**src/rtl/idli_mshift_m.sv**
```systemverilog
// Slice-serial multi-position shift/rotate unit: buffers one operand word, then
// streams the shifted result out LSB slice first, one slice per cycle.
module idli_mshift_m #(
    parameter  int unsigned SLICE_W    = 4,
    parameter  int unsigned NUM_SLICES = 4,
    localparam int unsigned W          = SLICE_W * NUM_SLICES,
    localparam int unsigned AMT_W      = $clog2(W)
) (
    input  logic               i_msh_gck,
    input  logic               i_msh_rst,
    input  logic               i_msh_valid,
    input  logic               i_msh_start,
    input  logic [2:0]         i_msh_op,
    input  logic [AMT_W-1:0]   i_msh_amt,
    input  logic [SLICE_W-1:0] i_msh_in,
    output logic               o_msh_valid,
    output logic               o_msh_first,
    output logic [SLICE_W-1:0] o_msh_out,
    output logic               o_msh_cout
);

    localparam int unsigned CTR_W  = $clog2(NUM_SLICES);
    localparam int unsigned LBUF_W = W - SLICE_W;
    localparam logic [CTR_W-1:0] LAST_SLICE = CTR_W'(NUM_SLICES - 1);

    localparam logic [2:0] OP_SLL = 3'd0;
    localparam logic [2:0] OP_SRL = 3'd1;
    localparam logic [2:0] OP_SRA = 3'd2;
    localparam logic [2:0] OP_ROL = 3'd3;
    localparam logic [2:0] OP_ROR = 3'd4;

    typedef enum logic {
        S_IDLE = 1'b0,
        S_LOAD = 1'b1
    } state_t;

    state_t              state_q, state_d;
    logic [CTR_W-1:0]    lctr_q, lctr_d;
    logic [LBUF_W-1:0]   lbuf_q, lbuf_d;
    logic [2:0]          op_q, op_d;
    logic [AMT_W-1:0]    amt_q, amt_d;
    logic                last_c;

    logic [W-1:0]        obuf_q, obuf_d;
    logic [CTR_W-1:0]    octr_q, octr_d;
    logic                obusy_q, obusy_d;
    logic                ovalid_q, ovalid_d;
    logic                ofirst_q, ofirst_d;
    logic [SLICE_W-1:0]  oout_q, oout_d;
    logic                ocout_q, ocout_d;

    logic [W-1:0]        x_c;
    logic [2*W-1:0]      dbl_c;
    logic [2*W-1:0]      sext_c;
    logic [W-1:0]        res_c;
    logic                cout_c;
    logic [AMT_W-1:0]    ridx_c;
    logic [AMT_W-1:0]    lidx_c;

    // Load FSM: collect slices; a start always (re)captures op/amt as slice 0.
    always_comb begin
        state_d = state_q;
        lctr_d  = lctr_q;
        lbuf_d  = lbuf_q;
        op_d    = op_q;
        amt_d   = amt_q;
        last_c  = 1'b0;
        case (state_q)
            S_IDLE: begin
                if (i_msh_valid && i_msh_start) begin
                    op_d                 = i_msh_op;
                    amt_d                = i_msh_amt;
                    lbuf_d[SLICE_W-1:0]  = i_msh_in;
                    lctr_d               = CTR_W'(1);
                    state_d              = S_LOAD;
                end
            end
            S_LOAD: begin
                if (!i_msh_valid) begin
                    lctr_d  = '0;
                    state_d = S_IDLE;
                end else if (i_msh_start) begin
                    op_d                 = i_msh_op;
                    amt_d                = i_msh_amt;
                    lbuf_d[SLICE_W-1:0]  = i_msh_in;
                    lctr_d               = CTR_W'(1);
                end else if (lctr_q == LAST_SLICE) begin
                    last_c  = 1'b1;
                    lctr_d  = '0;
                    state_d = S_IDLE;
                end else begin
                    lbuf_d[lctr_q*SLICE_W +: SLICE_W] = i_msh_in;
                    lctr_d = lctr_q + CTR_W'(1);
                end
            end
            default: begin
                lctr_d  = '0;
                state_d = S_IDLE;
            end
        endcase
    end

    // Result datapath; the final slice bypasses the load buffer.
    always_comb begin
        x_c    = {i_msh_in, lbuf_q};
        dbl_c  = {x_c, x_c};
        sext_c = {{W{x_c[W-1]}}, x_c};
        ridx_c = amt_q - AMT_W'(1);
        lidx_c = AMT_W'(W - int'(amt_q));
        case (op_q)
            OP_SLL:  res_c = x_c << amt_q;
            OP_SRL:  res_c = x_c >> amt_q;
            OP_SRA:  res_c = W'(sext_c >> amt_q);
            OP_ROL:  res_c = W'((dbl_c << amt_q) >> W);
            OP_ROR:  res_c = W'(dbl_c >> amt_q);
            default: res_c = x_c;
        endcase
        cout_c = 1'b0;
        if (amt_q != '0) begin
            case (op_q)
                OP_SRL, OP_SRA, OP_ROR: cout_c = x_c[ridx_c];
                OP_SLL, OP_ROL:         cout_c = x_c[lidx_c];
                default:                cout_c = 1'b0;
            endcase
        end
    end

    // Output stage: a new result always wins; otherwise drain remaining slices.
    always_comb begin
        obuf_d   = obuf_q;
        octr_d   = octr_q;
        obusy_d  = obusy_q;
        ovalid_d = 1'b0;
        ofirst_d = 1'b0;
        oout_d   = '0;
        ocout_d  = ocout_q;
        if (last_c) begin
            obuf_d   = res_c;
            oout_d   = res_c[SLICE_W-1:0];
            ovalid_d = 1'b1;
            ofirst_d = 1'b1;
            ocout_d  = cout_c;
            octr_d   = CTR_W'(1);
            obusy_d  = 1'b1;
        end else if (obusy_q) begin
            oout_d   = obuf_q[octr_q*SLICE_W +: SLICE_W];
            ovalid_d = 1'b1;
            if (octr_q == LAST_SLICE) begin
                octr_d  = '0;
                obusy_d = 1'b0;
            end else begin
                octr_d  = octr_q + CTR_W'(1);
            end
        end
    end

    always_ff @(posedge i_msh_gck) begin
        if (i_msh_rst) begin
            state_q  <= S_IDLE;
            lctr_q   <= '0;
            lbuf_q   <= '0;
            op_q     <= '0;
            amt_q    <= '0;
            obuf_q   <= '0;
            octr_q   <= '0;
            obusy_q  <= 1'b0;
            ovalid_q <= 1'b0;
            ofirst_q <= 1'b0;
            oout_q   <= '0;
            ocout_q  <= 1'b0;
        end else begin
            state_q  <= state_d;
            lctr_q   <= lctr_d;
            lbuf_q   <= lbuf_d;
            op_q     <= op_d;
            amt_q    <= amt_d;
            obuf_q   <= obuf_d;
            octr_q   <= octr_d;
            obusy_q  <= obusy_d;
            ovalid_q <= ovalid_d;
            ofirst_q <= ofirst_d;
            oout_q   <= oout_d;
            ocout_q  <= ocout_d;
        end
    end

    assign o_msh_valid = ovalid_q;
    assign o_msh_first = ofirst_q;
    assign o_msh_out   = oout_q;
    assign o_msh_cout  = ocout_q;

endmodule

```
**config.mk**
```make
export PLATFORM = sky130hd
export DESIGN_NAME = idli_mshift_m
export DESIGN_NICKNAME = d
export VERILOG_FILES = /design/src/rtl/idli_mshift_m.sv
export SDC_FILE = /design/constraint.sdc
export NUM_CORES = 1
export LEC_CHECK = 0
export CAP_MARGIN = 20
export CELL_PAD_IN_SITES_DETAIL_PLACEMENT = 1
export CELL_PAD_IN_SITES_GLOBAL_PLACEMENT = 1
export CORE_ASPECT_RATIO = 0.7
export CORE_UTILIZATION = 25
export DETAILED_ROUTE_END_ITERATION = 10
export GPL_TIMING_DRIVEN = 0
export PLACE_DENSITY = 0.5
export SYNTH_ARGS = -nofsm -noshare
export SYNTH_HDL_FRONTEND = slang
export SYNTH_SLANG_ARGS = --single-unit
```
**constraint.sdc**
```tcl
create_clock -name i_msh_gck -period 4.2 [get_ports i_msh_gck]
set_input_delay 1.26 -clock i_msh_gck [delete_from_list [all_inputs] [get_ports i_msh_gck]]
set_output_delay 1.26 -clock i_msh_gck [all_outputs]
set_load 0.005 [all_outputs]
```
==> impl_metrics.toml, run 1 <==
[global_routing]
antenna_found_initial = 0
grt_pass1_wl_um = 33600
grt-ovfl-total = 0
grt_max_degree = 17
grt_pass1_vias = 5068
grt_util_all_layers = 0.238

[timing]
fin_tns_setup_ns = 0
min_period_ns = 3.51
final-hold-violation-count = 0
slew_headroom = 0.330
setup_viol = 0
tightest_slew_ns = 0.997
clock_skew_ns = 0.0183
max_freq_mhz = 285
drv_slew = 0
period_share = 0.837
rsz0062_at_grt = "no"

[layout]
area_growth_pct = 14.4
final_common_cell = "nand2_1"
nNetsFinal = 625
drive_gt1_frac = 0.145
stdcell_count = 842
nFillCells = 2189
final_util = 0.296
final_cell_mix = "nand2_1, mux2i_1, a21oi_1"
postLayoutCellArea_um2 = 5410

[pwr]
powerDensity_nw_per_um2 = 256
ir_drop_v = 0.000140
seqPwrFrac = 0.338
clkPwrFrac = 0.411
switching_power_mw = 0.457
leakage_nw = 1.83
p_int_mw = 0.926
p_sw_frac = 0.330
combPwrFrac = 0.251

[synthesis]
seq_area_frac_synth = 0.203
ys_types = 76
synth_ff_type = "dfxtp_1"
synthArstFlopShare = 0
synth_edf_count = 0
yosysWarnings = 0
synth_area_um2 = 4720
yosys-top-cells-area = "dfxtp_1, mux4_2, mux2i_1"
yosysTopAreaCell = "dfxtp_1"
syn-num-nets = 599
synthCells = 578
synth_top_area_share = 0.203
synth_seq_cells = 48
synth.avg_cell_area_um2 = 8.17

[critical_path]
reg2reg_slack_ns = 1.24
reg2reg_to = "o_msh_cout$_SDFFE_PP0P_"
critPathArrivalTime_ns = 3.75
r2r-start = "amt_q[0]$_SDFFE_PP0P_"
start_kind = "input pin"
criticalPathCategory = "in2reg"
crit_required_ns = 4.43
cp_max_fo = 10
critPathCaptureType = "flop"
reg2reg_depth = 12

[hold_path]
min_to = "obuf_q[1]$_SDFFE_PP0P_"
min_path_type = "reg2reg"
hold_depth = 2
min-delay-start = "obuf_q[1]$_SDFFE_PP0P_"

[placed_design]
dp_cells = 833
dp_hpwl_um = 17500
portBuffers = 19
gp_congestion = 0.974
dpl_cell_area_um2 = 5210

[routing]
wl_per_cell_um = 27.2
wl_um = 22900
drt-initial-drc-count = 451
avgViaCountPerCell = 5.95
drt_first_pass_iters = 5
route.detailed.drc = 0
antenna_left = 0
vias = 5014

[cts]
clkLatencyLatePin_ns = 0.32
clock_path_buffers = 2
cts_resized = 0
cts_sinks = 48
htree_levels = 2
clockRootBuffer = "clkbuf_16"
cts_tree = "yes"
path_clk_slew_ns = 0.07
post-cts-setup-buffers = 0
hold_buffers = 0
cts_buffers = 5

[floorplanning]
die_h_um = 117
rows = 41
dieWidth_um = 166
initial_core_util = 0.259
core_region_area_um2 = 18300
ioPinCount = 22
dieArea_um2 = 19500

[job]
maxCapViolCount = 0

[run_status]
status = "complete, no violations"
[cells by family (layout without fill, tap and decap cells)]
logic type / count (synthesis) / after routing / share of synthesized area
simple gates: 208 / 208 / 0.217
compound gates: 160 / 160 / 0.221
mux: 85 / 85 / 0.253
buf+inv: 69 / 96 / 0.0834
flops: 48 / 48 / 0.203
fa+ha+maj: 6 / 6 / 0.0159
xor+xnor: 2 / 2 / 0.00530
other cells: 0 / 1 / 0
[metal layers]
layer	part of all wire	vias to the layer above	GRT usage
met4	0.016	0	0.0574
met5	0	-	0
li1	-	2208	-
met3	0.091	29	0.0683
met1	0.49	2548	0.340
met2	0.40	229	0.351
[final cells by class]
type	instances	area [um^2]	share of cell area
sequential	48	961	0.178
tap	236	295	0.0546
clock inverter	3	68.8	0.0127
inverter	8	30.0	0.00555
antenna	1	2.50	0.000463
timing repair buffer	19	190	0.0352
multi-input combinational	461	3370	0.623
buffer	61	364	0.0673
clock buffer	5	125	0.0231
[synthesized netlist by cell type (5+ instances only)]
master     count
nand2_1       71
mux2i_1       54
a21oi_1       52
dfxtp_1       48
nor2_1        45
clkbuf_1      26
mux4_2        26
o21ai_0       23
nand3_1       20
buf_2         16
nor3_1        15
o21ai_1       11
buf_4         10
a211oi_1       9
nand4_1        9
nand2b_1       8
nor3b_1        8
o211ai_1       8
o22ai_1        7
and2_1         6
buf_6          6
ha_1           6
a2111oi_0      5
and3_1         5
inv_1          5
[metrics by stage]
| stage | total power [mW] | hold WS (ns) | worst slack (ns) |
|---|---|---|---|
| 2_1_floorplan | 0.695 | 0.411 | 1.46 |
| 3_3_place_gp | 0.811 | 0.429 | 0.382 |
| 3_5_place_dp | 0.813 | 0.440 | 0.359 |
| 4_1_cts | 1.38 | 0.451 | 0.676 |
| 5_1_grt | 1.43 | 0.483 | 0.590 |
| 6_report | 1.38 | 0.443 | 0.685 |
[state kept, by name, summed over array words and instances, names as in the netlist]
register,cells
obuf_q,16
o_msh_first,1
lctr_q,2
o_msh_cout,1
o_msh_valid,1
op_q,3
o_msh_out,4
state_q,1
amt_q,4
octr_q,2
lbuf_q,12
obusy_q,1
[how the worst max path moves through the flow]
stage / cells past startpoint / startpoint / to / slack, ns
2_1_floorplan: 7 / i_msh_in[3] / obuf_q[15]$_SDFFE_PP0P_ / 1.46
3_3_place_gp: 7 / i_msh_in[2] / o_msh_cout$_SDFFE_PP0P_ / 0.38
3_5_place_dp: 7 / i_msh_in[2] / o_msh_cout$_SDFFE_PP0P_ / 0.36
4_1_cts: 7 / i_msh_in[2] / o_msh_cout$_SDFFE_PP0P_ / 0.68
5_1_grt: 7 / i_msh_in[2] / o_msh_cout$_SDFFE_PP0P_ / 0.59
6_report: 8 / i_msh_in[0] / obuf_q[5]$_SDFFE_PP0P_ / 0.69
[power groups by stage]
stage	Combinational [mW]	Clock, mW	Sequential (mW)
6_report	0.347	0.569	0.468
5_1_grt	0.363	0.595	0.469
4_1_cts	0.336	0.576	0.468
3_5_place_dp	0.334	0	0.478
3_3_place_gp	0.333	0	0.478
2_1_floorplan	0.219	0	0.476
[worst max-delay path, stage by stage]
cell	delay, ns
clkdlybuf4s50_1	0.54
clkbuf_1	0.62
mux2i_1	0.20
mux2i_1	0.39
mux2i_1	0.20
o21ai_0	0.26
a21oi_1	0.12
o22ai_1	0.14
Power figures use the tool's default switching activity.
==> run 2, diff against run 1 <==
Clock period 4.2 ns to 3.4 ns, I/O delays scaled along.
==> results of run 2 <==
Same layout as run 1 (identical final DEF). Status: complete, no violations.
Main changes from that run: setup slack after placement 0.359 ns -> -0.201 ns; setup slack after layout 0.685 ns -> 0.125 ns; register-to-register setup slack 1.24 ns -> 0.44 ns; total power 1.38 mW -> 1.71 mW; worst IR drop on VDD 0.000140 V -> 0.000173 V
==> run 3, diff against run 2 <==
Settings changed: GPL_ROUTABILITY_DRIVEN from default to 0.
==> impl_metrics.toml, run 3 (synthesis gave the netlist of run 1 again) <==
[layout]
final_common_cell = "nand2_1"
top_register = "obuf_q"
nFillCells = 2176
top_regs = "obuf_q x16, lbuf_q x12"
final_cell_mix = "nand2_1, mux2i_1, a21oi_1"
area_growth_pct = 14.4
nNetsFinal = 625
drive_gt1_frac = 0.145
n_antenna_cell = 0
largest_reg_flops = 16

[routing]
wl_um = 22200
drt-initial-drc-count = 500
avgViaCountPerCell = 6.02
antenna_left = 0
drt_first_pass_iters = 5
route.detailed.drc = 0
wl_per_cell_um = 26.4
vias = 5067

[timing]
slew_headroom = 0.333
setup_viol = 0
hold_ws_ns = 0.451
final-hold-violation-count = 0
min_period_ns = 3.25
clock_skew_ns = 0.0177
max_freq_mhz = 308
rsz0062_at_grt = "no"
drv_slew = 0
period_share = 0.956
tightest_slew_ns = 0.993

[run_status]
status = "complete, no violations"

[cts]
cts_resized = 0
clockRootBuffer = "clkbuf_16"
htree_levels = 2
cts_tree = "yes"
hold_buffers = 0
clock_path_buffers = 2
clkLatencyLatePin_ns = 0.31
cts_buffers = 5
path_clk_slew_ns = 0.07
cts_sinks = 48
post-cts-setup-buffers = 0

[global_routing]
grt_pass1_wl_um = 33600
grt_util_all_layers = 0.234
grt_pass1_vias = 5178
grt_max_degree = 17
antenna_found_initial = 0
grt-ovfl-total = 0

[critical_path]
reg2reg_to = "o_msh_cout$_SDFFE_PP0P_"
path_depth = 7
critPathArrivalTime_ns = 3.47
path_buf_inv = 2
start_kind = "input pin"
crit_family = "buffers and inverters"
reg2reg_depth = 12
cp-startpoint = "i_msh_in[2]"
crit_required_ns = 3.62
r2r-start = "amt_q[0]$_SDFFE_PP0P_"
criticalPathCategory = "in2reg"
crit_end = "o_msh_cout$_SDFFE_PP0P_"
critPathCaptureType = "flop"
reg2reg_slack_ns = 0.47
slowest_delay_ns = 0.65
crit_path_cell_trace = "clkdlybuf4s50_1, clkbuf_1, mux4_2, nor2_1, a2111oi_0, o311ai_1, a22oi_1"
cp_max_fo = 10
worst_path_max_delay_cell = "clkbuf_1"

[placed_design]
portBuffers = 19
dp_hpwl_um = 17000

[floorplanning]
core_region_area_um2 = 18300
rows = 41
initial_core_util = 0.259
dieArea_um2 = 19500
die_h_um = 117
ioPinCount = 22
dieWidth_um = 166

[job]
maxCapViolCount = 0

[pwr]
ir_drop_v = 0.000187
leakage_nw = 1.83
powerDensity_nw_per_um2 = 312
p_total_mw = 1.69

[hold_path]
min_path_type = "reg2reg"
-- run 3: cell count changes in the layout (fill, tap and decap cells not counted) --
| cell | before | now |
|---|---|---|
| diode_2 | 1 | 0 |
-- run 3: metrics by stage --
step	instances	instance area, um^2	setup TNS [ns]	worst slack (ns)	utilization
5_1_grt	841	5400	0	0.0539	0.296
3_3_place_gp	833	5210	-0.270	-0.224	0.285
4_1_cts	841	5400	0	0.168	0.296
2_1_floorplan	578	4720	0	0.851	-
3_5_place_dp	833	5210	-0.271	-0.163	0.285
6_report	841	5400	0	0.148	0.296
-- run 3: worst min-delay path by stage --
| stage | start | endpoint | slack, ns | depth (start not counted) |
|---|---|---|---|---|
| after floorplan | obuf_q[1]$_SDFFE_PP0P_ | obuf_q[1]$_SDFFE_PP0P_ | 0.41 | 2 |
| after global placement | obuf_q[1]$_SDFFE_PP0P_ | obuf_q[1]$_SDFFE_PP0P_ | 0.43 | 2 |
| after detailed placement | obuf_q[2]$_SDFFE_PP0P_ | obuf_q[2]$_SDFFE_PP0P_ | 0.43 | 2 |
| after CTS | obuf_q[2]$_SDFFE_PP0P_ | obuf_q[2]$_SDFFE_PP0P_ | 0.45 | 2 |
| after global routing | obuf_q[2]$_SDFFE_PP0P_ | obuf_q[2]$_SDFFE_PP0P_ | 0.48 | 2 |
| final | obuf_q[2]$_SDFFE_PP0P_ | obuf_q[2]$_SDFFE_PP0P_ | 0.45 | 2 |
-- run 3: worst register-to-register path, stage by stage (launching register included) --
cell and delay [ns]:
dfxtp_1 0.32, buf_4 0.20, buf_6 0.21, inv_2 0.15, buf_4 0.23, ha_1 0.26
xnor2_2 0.18, buf_4 0.23, mux4_2 0.51, nand2_1 0.08, a21oi_1 0.06, o311ai_1 0.27
a22oi_1 0.10
-- run 3: area by class of cell --
cell class                      instances  area, um^2  share of cell area
Multi-Input combinational cell        461        3370               0.624
Sequential cell                        48         961               0.178
Buffer                                 61         364              0.0674
Tap cell                              236         295              0.0546
Timing Repair Buffer                   19         190              0.0352
Clock buffer                            5         125              0.0232
Clock inverter                          3        68.8              0.0127
Inverter                                8        30.0             0.00556
-- run 3: power breakdown --
part / leakage [nW] / internal (mW) / switching (mW)
clock network: 0.0944 / 0.426 / 0.264
logic: 1.35 / 0.149 / 0.272
registers: 0.388 / 0.569 / 0.00845
-- run 3: layer usage --
metal	share of wire	wire, um	vias to the layer above	track usage
met5	0	0	-	0
met4	0.018	392	0	0.0512
met3	0.090	2010	36	0.0514
met2	0.41	9000	264	0.356
met1	0.49	10800	2557	0.338
li1	-	-	2210	-
